$ cat src/rtl/edge_event_if.sv
// edge_event_if: event-consumer bus plus level inputs and overflow controls
// slave  = arbiter side: takes level/ev_ready/clr_ovf, drives ev_*/overflow
// master = environment side: the mirror image
interface edge_event_if #(
  parameter int N    = 4,
  parameter int ID_W = 2
);
  logic [N-1:0]    level;
  logic            ev_valid;
  logic            ev_ready;
  logic [ID_W-1:0] ev_chan;
  logic            ev_pol;
  logic            ev_ovf;
  logic [N-1:0]    overflow;
  logic            clr_ovf;
  modport slave (
    input  level, ev_ready, clr_ovf,
    output ev_valid, ev_chan, ev_pol, ev_ovf, overflow
  );
  modport master (
    output level, ev_ready, clr_ovf,
    input  ev_valid, ev_chan, ev_pol, ev_ovf, overflow
  );
endinterface

$ cat src/rtl/edge_event_arbiter.sv
// edge_event_arbiter: per-channel edge capture with one-deep slots, round-robin offer to one consumer
// clk, rst : clock, asynchronous active-high reset
// bus      : slave side of edge_event_if (level in, ev_valid/ev_chan/ev_pol/ev_ovf out,
//            ev_ready in, overflow out, clr_ovf in)
module edge_event_arbiter #(
  parameter int N    = 4,
  parameter int ID_W = 2
) (
  input logic         clk,
  input logic         rst,
  edge_event_if.slave bus
);
  typedef enum logic {IDLE, OFFER} state_t;
  state_t          r_state;
  logic [N-1:0]    r_prev, r_pend, r_pol, r_dov, r_ovf;
  logic [ID_W-1:0] r_last, r_chan;
  logic            r_valid, r_evpol, r_evovf;
  logic [N-1:0]    w_rise, w_edge, w_pop, w_cap, w_drop, w_rot;
  logic [ID_W-1:0] w_sel;
  assign w_rise = ~r_prev & bus.level;
  assign w_edge = r_prev ^ bus.level;
  assign w_pop  = {N{r_valid & bus.ev_ready}} & (N'(1) << r_chan);
  // a slot popped this cycle is free again, so an edge landing on it is captured
  assign w_cap  = w_edge & (~r_pend | w_pop);
  assign w_drop = w_edge & r_pend & ~w_pop;
  // rotate so bit 0 is channel last+1; the lowest set bit is the round-robin winner
  assign w_rot  = N'({r_pend, r_pend} >> ((int'(r_last) + 1) % N));
  always_comb begin
    w_sel = '0;
    for (int j = N - 1; j >= 0; j--)
      if (w_rot[j]) w_sel = ID_W'((int'(r_last) + 1 + j) % N);
  end
  always_ff @(posedge clk or posedge rst) begin
    if (rst) begin
      r_state <= IDLE;
      r_prev  <= '0;
      r_pend  <= '0;
      r_pol   <= '0;
      r_dov   <= '0;
      r_ovf   <= '0;
      r_last  <= ID_W'(N - 1);
      r_chan  <= '0;
      r_valid <= 1'b0;
      r_evpol <= 1'b0;
      r_evovf <= 1'b0;
    end else begin
      r_prev <= bus.level;
      r_pend <= (r_pend & ~w_pop) | w_cap;
      r_pol  <= (r_pol & ~w_cap) | (w_rise & w_cap);
      r_dov  <= (r_dov & ~w_cap) | w_drop;
      r_ovf  <= (bus.clr_ovf ? '0 : r_ovf) | w_drop;
      if (r_state == IDLE) begin
        if (|r_pend) begin
          r_state <= OFFER;
          r_valid <= 1'b1;
          r_chan  <= w_sel;
          r_evpol <= r_pol[w_sel];
          r_evovf <= r_dov[w_sel];
        end
      end else if (bus.ev_ready) begin
        r_state <= IDLE;
        r_valid <= 1'b0;
        r_last  <= r_chan;
      end
    end
  end
  assign bus.ev_valid = r_valid;
  assign bus.ev_chan  = r_chan;
  assign bus.ev_pol   = r_evpol;
  assign bus.ev_ovf   = r_evovf;
  assign bus.overflow = r_ovf;
endmodule

$ cat src/flat_wrapper.sv
// flat-port wrapper written by rule: the top's interface ports become plain ports
module edge_event_arbiter_flat 
#(
  parameter int N    = 4,
  parameter int ID_W = 2
)
  (clk, rst, bus_level, bus_ev_ready, bus_clr_ovf, bus_ev_valid, bus_ev_chan, bus_ev_pol, bus_ev_ovf, bus_overflow);
  edge_event_if #(.N(N), .ID_W(ID_W)) bus_i ();
  input logic clk;
  input logic rst;
  input wire logic [$bits(bus_i.level)-1:0] bus_level;
  input wire logic [$bits(bus_i.ev_ready)-1:0] bus_ev_ready;
  input wire logic [$bits(bus_i.clr_ovf)-1:0] bus_clr_ovf;
  output wire logic [$bits(bus_i.ev_valid)-1:0] bus_ev_valid;
  output wire logic [$bits(bus_i.ev_chan)-1:0] bus_ev_chan;
  output wire logic [$bits(bus_i.ev_pol)-1:0] bus_ev_pol;
  output wire logic [$bits(bus_i.ev_ovf)-1:0] bus_ev_ovf;
  output wire logic [$bits(bus_i.overflow)-1:0] bus_overflow;
  assign bus_i.level = bus_level;
  assign bus_i.ev_ready = bus_ev_ready;
  assign bus_i.clr_ovf = bus_clr_ovf;
  assign bus_ev_valid = bus_i.ev_valid;
  assign bus_ev_chan = bus_i.ev_chan;
  assign bus_ev_pol = bus_i.ev_pol;
  assign bus_ev_ovf = bus_i.ev_ovf;
  assign bus_overflow = bus_i.overflow;
  edge_event_arbiter #(.N(N), .ID_W(ID_W)) u_core (.clk(clk), .rst(rst), .bus(bus_i));
endmodule
$ cat config.mk
export PLATFORM = sky130hd
export DESIGN_NAME = edge_event_arbiter_flat
export DESIGN_NICKNAME = d
export VERILOG_FILES = /design/src/rtl/edge_event_if.sv /design/src/rtl/edge_event_arbiter.sv /design/src/flat_wrapper.sv
export SDC_FILE = /design/constraint.sdc
export NUM_CORES = 1
export LEC_CHECK = 0
export CORE_MARGIN = 4
export CORE_UTILIZATION = 40
export DETAILED_ROUTE_END_ITERATION = 6
export SYNTH_ARGS = -nofsm -noshare
export SYNTH_HDL_FRONTEND = slang
export SYNTH_SLANG_ARGS = --single-unit
$ cat constraint.sdc
create_clock -name clk -period 1.3 [get_ports clk]
set_input_delay 0.13 -clock clk [delete_from_list [all_inputs] [get_ports clk]]
set_output_delay 0.13 -clock clk [all_outputs]
set_load 0.02 [all_outputs]
==> metrics.txt <==
CTS H-tree depth 1; #FFs+latches synth 28; net switching power 1182 uW; Int Pwr 2274 uW; Net Sw Frac 34.20%; Core Region 0.002829 mm2; vias in the first global route 1067; die width 63.00 um; Comb pwr share 44.5%; reg2reg setup slack -0.27 ns; Gate Count Post-Synth 109; slowest stage delay, CP 0.63 ns; share of post-route cells with drive strength above 1 49.69%; post-layout min period 1.571 ns; Clk pwr share 16.6%; Max Clock Skew 0.01070 ns; Crit Path Max Fanout 6; Final Cycle Share 120.8%; cells on worst reg2reg path 5; Post-Syn Area per Cell 11.10 um2; failing checks setup timing; largest net degree at the start of global routing 29; Row Count 19; I/O Pins 17; final hold slack 0.1019 ns; antenna violations before repair 0; Finish-stage setup viols 7; synthesized area 0.001210 mm2; RSZ-0062 raised after global routing true; routed len/inst 16.69 um; CTS Sinks 28; pwr/cell area 1759 mW/mm2; WP data arrival 1.84 ns; Max Buffers Root-to-Sink 2; number of iterations in the first detailed-routing pass 3; gr ovfl total 0; later-pin clock latency in the skew report 0.33 ns; Worst Tran Pin Value 0.2819 ns; CTS tree done; total track usage 16.44%; die area 0.003968 mm2; LEAKAGE 0.0009024 uW; nets 174; crit path max-delay cell type dfstp_2; max_slew headroom 81.21%; post-DP HPWL 2003 um; iteration-0 DRC count of the detailed router 35; antenna viol nets, final 0; max-cap viol count 0; count of buffers from port buffering 16; Final Slew Violations 0; Die Y 63.00 um; crit end category flip-flop; CP Launch Type flip-flop; CTS root buf clkbuf_4; clk slew on worst S/H paths 0.16 ns; DR vias/cell 5.281; first-pass GRT wire length 5078 um; area growth from synthesis to layout 62.36%; Seq pwr share 38.9%; Final Hold Viols 0; RePlAce Congestion 0.8091; ANT cells 0; drt total wl 3204 um; TritonCTS Buffers 3; DRC 0; Req. time, crit path 1.57 ns; crit-path cells mux2i_1, o22a_1, o21ai_2, or2_4, o221ai_2; post-layout worst setup margin -0.2709 ns; vias 1014; FMAX 636.6 MHz; yosys warns 0; critical path type reg2reg; register area share after synthesis 58.12%; Hold Crit Class in2async; Starting Density 42.77%; maximum VDD drop 1.130 mV; placed inst area 0.001637 mm2; synthesized net count 121; status finished, violations left; Synth cell types 25; Final Cell Area 0.001964 mm2
==> power groups by stage <==
stage               combinational, uW  clock, uW  sequential (uW)
finish                           1540        575             1340
global route                     1640        635             1380
CTS                              1320        591             1300
detailed placement               1100          0             1290
global placement                 1070          0             1280
floorplan                         485          0             1350
==> routing by layer <==
| metal | wire length (um) | GRT usage, % | up-vias |
|---|---|---|---|
| met1 | 1367 | 21.22 | 512 |
| met2 | 1730 | 27.67 | 13 |
| li1 | - | - | 483 |
| met4 | 47 | 6.887 | 0 |
| met5 | 0 | 0 | - |
| met3 | 58 | 1.978 | 6 |
==> repair_timing <==
item	CTS	global route
hold buffers	0	0
pin swaps	9	7
buffers inserted	9	2
resized for setup	51	25
endpoints found under the setup margin	17	14
==> logic make-up after synthesis <==
kind of cell	after synthesis	share of synthesized area, %
and+or+nand+nor	32	13.03
DFF	28	58.12
AOI/OAI and AO/OA	24	12.51
buffers and inverters	11	3.413
muxes	10	8.790
adders and majority gates	4	4.137
==> Yosys cell counts <==
cell type / count / share of area [%]
o22ai_1: 4 / 2.1
nor3_4: 1 / 1.3
dfrtp_1: 26 / 54
o221ai_1: 2 / 1.4
a21oi_1: 1 / 0.41
o31ai_1: 2 / 1.2
inv_1: 11 / 3.4
nor2b_1: 4 / 2.1
o21ai_0: 8 / 3.3
nand2b_1: 3 / 1.6
mux2i_1: 5 / 4.1
o22a_1: 1 / 0.72
a21boi_1: 1 / 0.62
nand3b_1: 1 / 0.62
ha_1: 4 / 4.1
mux2_1: 1 / 0.93
or2_2: 1 / 0.52
nand3_1: 1 / 0.41
o21a_1: 2 / 1.2
dfstp_2: 2 / 4.3
nor2_1: 2 / 0.62
a211oi_1: 1 / 0.62
o21ai_1: 2 / 0.83
mux2_2: 4 / 3.7
nand2_1: 19 / 5.9
==> cell type report <==
cell class	instances	area (um2)
Timing Repair Buffer	48	436.7
Fill cell	208	864.6
Clock buffer	3	22.52
Sequential cell	28	709.4
Inverter	11	43.79
Multi-Input combinational cell	70	683.2
Tap cell	31	38.79
Clock inverter	1	30.03
==> layout by cell type (no fill, tap or decap), types with 3 or more instances in the layout <==
master           instances
ha_1                     4
dfrtp_2                  5
clkbuf_4                 3
nand2_4                  3
nor2b_4                  4
nand2_1                 16
mux2_4                   4
o22ai_1                  3
o21ai_0                  4
inv_1                   10
buf_4                   22
clkdlybuf4s50_1          7
dfrtp_1                 21
dlygate4sd2_1            6
buf_6                   11
==> through the flow <==
step           TNS, ns  utilization (%)  power (uW)  cells  setup WS [ns]
2_1_floorplan  -0.5457                -        1836    109        -0.1001
3_3_place_gp    -2.184            57.85        2357    180        -0.3471
3_5_place_dp    -2.417            57.85        2384    180        -0.4060
4_1_cts        -0.8203            65.81        3209    193        -0.2241
5_1_grt         -1.587            69.44        3652    192        -0.3695
6_report        -1.031            69.44        3456    192        -0.2709
==> final timing paths <==
path	end	from
max in group asynchronous	u_core.r_last[1]$_DFFE_PP1P_	rst
min in group clk	u_core.r_prev[2]$_DFF_PP0_	bus_level[2]
min	u_core.r_dov[2]$_DFF_PP0_	rst
max	u_core.bus.ev_ovf$_DFFE_PP0P_	u_core.r_last[1]$_DFFE_PP1P_
max reg2reg	u_core.bus.ev_ovf$_DFFE_PP0P_	u_core.r_last[1]$_DFFE_PP1P_
min reg2reg	u_core.bus.ev_ovf$_DFFE_PP0P_	u_core.bus.ev_ovf$_DFFE_PP0P_
==> worst max-delay path: cells and delay by family (launching register included) <==
| family | cells | cell delay, ns |
|---|---|---|
| compound gates | 3 | 0.42 |
| flops | 1 | 0.63 |
| mux | 1 | 0.21 |
| simple gates | 1 | 0.25 |
(Power assumes the default switching activity.)
==> edit 1: new RTL, config.mk and constraints unchanged <==
`ID_W` is set to 2 in 3 places; all go to 4.
--- a/src/rtl/edge_event_if.sv
+++ b/src/rtl/edge_event_if.sv
@@ -3,7 +3,7 @@
 // master = environment side: the mirror image
 interface edge_event_if #(
   parameter int N    = 4,
-  parameter int ID_W = 2
+  parameter int ID_W = 4
 );
   logic [N-1:0]    level;
   logic            ev_valid;
--- a/src/rtl/edge_event_arbiter.sv
+++ b/src/rtl/edge_event_arbiter.sv
@@ -4,7 +4,7 @@
 //            ev_ready in, overflow out, clr_ovf in)
 module edge_event_arbiter #(
   parameter int N    = 4,
-  parameter int ID_W = 2
+  parameter int ID_W = 4
 ) (
   input logic         clk,
   input logic         rst,
--- a/src/flat_wrapper.sv
+++ b/src/flat_wrapper.sv
@@ -2,7 +2,7 @@
 module edge_event_arbiter_flat 
 #(
   parameter int N    = 4,
-  parameter int ID_W = 2
+  parameter int ID_W = 4
 )
   (clk, rst, bus_level, bus_ev_ready, bus_clr_ovf, bus_ev_valid, bus_ev_chan, bus_ev_pol, bus_ev_ovf, bus_overflow);
   edge_event_if #(.N(N), .ID_W(ID_W)) bus_i ();
Interface: changed (resized bus_ev_chan); port bits go from 17 to 19. The function was not compared with the original's and may differ.
==> edit 1 against the unedited design <==
The run still ends with setup timing left; count of clock-buffer cells in the layout increased by 1; sequential share of layout area increased by 1.8 points; power decreased by 8.0%; critical path depth unchanged; clock power decreased by 37%; non-clock buffer count decreased by 1; worst setup slack got worse by 0.026 ns; sequential cell count unchanged; sequential power about the same; area after synthesis increased by 6.4%; design area decreased by 5.0%; wire length decreased by 12%; critical path type unchanged; critical endpoint is now u_core.bus.ev_pol$_DFFE_PP0P_.
==> edit 1: results (changes against the unedited design) <==
outcome finished with violations (unchanged); failing checks setup timing (unchanged); crit-path max cell delay 0.59 ns (was 0.63 ns); Iteration-0 DRC Markers 28 (was 35); layout cells sized above 1 0.444 (was 0.497); post-route setup slack -0.297 ns (was -0.271 ns); M1 WL 1.28 mm (was 1.37 mm); Logic inverters 9 (was 11); Fin Setup TNS -0.930 ns (was -1.03 ns); Seq area share 0.380 (was 0.361); clk cell area share 0.0141 (was 0.0268); Pleak 0.867 nW (was 0.902 nW); synth top area cells dfrtp_1 (51%), mux2_2 (6.1%), dfstp_2 (4.1%) (was dfrtp_1 (54%), nand2_1 (5.9%), dfstp_2 (4.3%)); Worst Path Max Fanout 5 (was 6); # fillers 262 (was 208); Final Wtd Congestion 0.773 (was 0.809); Nets 175 (was 174); number of non-clock buffers 47 (was 48); Compound-Gate Fraction of Synth Area 0.138 (was 0.125); Max VDD drop 764 uV (was 1130 uV); met1 Usage GRT 0.190 (was 0.212); Yosys cell types 29 (was 25); routed wl met3 63 um (was 58 um); GRT met3 Usage 0.0243 (was 0.0198); first-pass GRT wire length 4.72 mm (was 5.08 mm); Adder-Cell Fraction of Synth Area 0.0389 (was 0.0414); multiplexer share of the synthesized area 0.116 (was 0.0879); Detail Placement HPWL 2.10 mm (was 2.00 mm); vias in the first global route 1041 (was 1067); vias per cell 4.78 (was 5.28); sequential cell count 28 (unchanged); final setup fails 7 (unchanged); First-pass DRT Iterations 2 (was 3); clock buffer count 4 (was 3); GRT Overall Usage 0.146 (was 0.164); non-clk buf share 0.205 (was 0.222); Resized Gates After CTS 33 (was 51); sequential share of power 0.420 (was 0.389)
-- edit 1: stage by stage --
stage	area, um2	worst slack [ns]	hold WS, ns	instances
final	1870	-0.297	0.0943	206
after global routing	1870	-0.398	0.115	206
after CTS	1820	-0.301	0.0924	206
after detailed placement	1690	-0.324	0.463	196
after global placement	1690	-0.284	0.470	196
after floorplan	1300	-0.200	0.161	113
-- edit 1: final timing paths --
kind	start	endpoint	slack [ns]	cells after the start
min in group clk	bus_level[0]	u_core.r_prev[0]$_DFF_PP0_	0.27	1
max in group asynchronous	rst	u_core.r_last[0]$_DFFE_PP1P_	0.95	3
max reg2reg	u_core.r_last[1]$_DFFE_PP1P_	u_core.bus.ev_pol$_DFFE_PP0P_	-0.30	5
min reg2reg	flop	flop	0.54	1
min	rst	u_core.bus.overflow[3]$_DFF_PP0_	0.09	3
max	u_core.r_last[1]$_DFFE_PP1P_	u_core.bus.ev_pol$_DFFE_PP0P_	-0.30	5
==> edit 2: new RTL, config.mk and constraints unchanged <==
Without the edit above. Make the reset (`rst`) synchronous in one clocked block. Comments in the files are not updated.
--- a/src/rtl/edge_event_arbiter.sv
+++ b/src/rtl/edge_event_arbiter.sv
@@ -30,7 +30,7 @@
     for (int j = N - 1; j >= 0; j--)
       if (w_rot[j]) w_sel = ID_W'((int'(r_last) + 1 + j) % N);
   end
-  always_ff @(posedge clk or posedge rst) begin
+  always_ff @(posedge clk) begin
     if (rst) begin
       r_state <= IDLE;
       r_prev  <= '0;
Check against the original RTL: differs if rst is asserted again (counterexample within 4 cycles, from zero or initial values and one cycle with rst high); with rst held inactive, the same outputs for 4 cycles.
==> edit 2 against the unedited design <==
The flow still finishes with violations (setup timing); area after synthesis is 0.21% higher; design area is 14% lower; non-clock buffer count is 11 lower; wire length is 12% lower; critical path depth stayed put; sequential cell count stayed put; worst setup slack better by 0.049 ns; critical endpoint is now u_core.bus.ev_pol$_SDFFE_PP0P_; largest cell class is now multi-input gates; highest routed layer unchanged.
Power is not compared: it rests on default switching activity, and its combinational part moved more than twofold at a synthesized area within 25%.
==> edit 2: results (changes against the unedited design) <==
Critical Path End u_core.bus.ev_pol$_SDFFE_PP0P_ (was u_core.bus.ev_ovf$_DFFE_PP0P_); vias in the first global route 1006 (was 1067); synth top area cells dfxtp_1 (46%), a21oi_1 (6.6%), mux2i_1 (5.0%) (was dfrtp_1 (54%), nand2_1 (5.9%), dfstp_2 (4.3%)); final setup fails 4 (was 7); routed vias 1046 (was 1014); pre-CTS worst setup slack -0.257 ns (was -0.406 ns); crit-path max cell delay 0.53 ns (was 0.63 ns); first-pass GRT wire length 4.65 mm (was 5.08 mm); pin count of the biggest net entering global routing 16 (was 29); Nets 183 (was 174); synthesized net count 145 (was 121); Detail Placement HPWL 2.08 mm (was 2.00 mm); Worst Path Max Fanout 3 (was 6); layout cells sized above 1 0.347 (was 0.497); Synth top cells by count dfxtp_1 (28), a21oi_1 (16), nor2_1 (15) (was dfrtp_1 (26), nand2_1 (19), inv_1 (11)); Iteration-0 DRC Markers 30 (was 35); multiplexer share of the synthesized area 0.0495 (was 0.0879); First-pass DRT Iterations 4 (was 3); kind of cell adding the most delay to the critical path simple AND/OR/NAND/NOR gates (was flip-flops); sequential area share after synthesis 0.462 (was 0.581); slew at the pin with the worst max-slew slack 0.278 ns (was 0.282 ns); GRT Overall Usage 0.147 (was 0.164); GRT met3 Usage 0.0266 (was 0.0198); r2r startpoint u_core.r_pend[1]$_SDFF_PP0_ (was u_core.r_last[1]$_DFFE_PP1P_); post-route setup slack -0.222 ns (was -0.271 ns); Final Wtd Congestion 0.833 (was 0.809); M1 WL 1.31 mm (was 1.37 mm); met1 Usage GRT 0.204 (was 0.212); global routing usage on met2 0.225 (was 0.277); Compound-Gate Fraction of Synth Area 0.221 (was 0.125); hold_ws 0.381 ns (was 0.102 ns); placed cell area 1540 um2 (was 1640 um2); hold crit path type in2reg (was in2async); outcome finished with violations (unchanged); Worst EP arrival 1.75 ns (was 1.84 ns); failing checks setup timing (unchanged); Final Power 2.00 mW
==> edit 2: cell count changes after synthesis, sizes merged, moves of 4 or more <==
cell	delta
a211oi	+7
dfxtp	+28
nor2	+13
a21oi	+15
o21ai	-4
dfrtp	-26
nand2	-12
nor2b	+4
mux2	-5
==> edit 2: what timing repair did <==
action	4_1_cts	5_1_grt
buffers inserted	0	1
hold buffers	0	0
endpoints found under the hold margin	0	0
endpoints found under the setup margin	14	15
pin swaps	0	8
resized for setup	15	28
gates cloned	0	0
==> edit 2: cell type report <==
type / count / area, um2
clock buffer: 4 / 36.3
fill: 259 / 1140
inverter: 11 / 41.3
multi-input combinational: 90 / 674
sequential: 28 / 579
tap: 31 / 38.8
timing repair buffer: 37 / 314
==> edit 2: through the flow <==
| step | utilization | cells |
|---|---|---|
| floorplan | - | 133 |
| global placement | 0.544 | 196 |
| detailed placement | 0.544 | 196 |
| CTS | 0.560 | 200 |
| global route | 0.595 | 201 |
| finish | 0.595 | 201 |
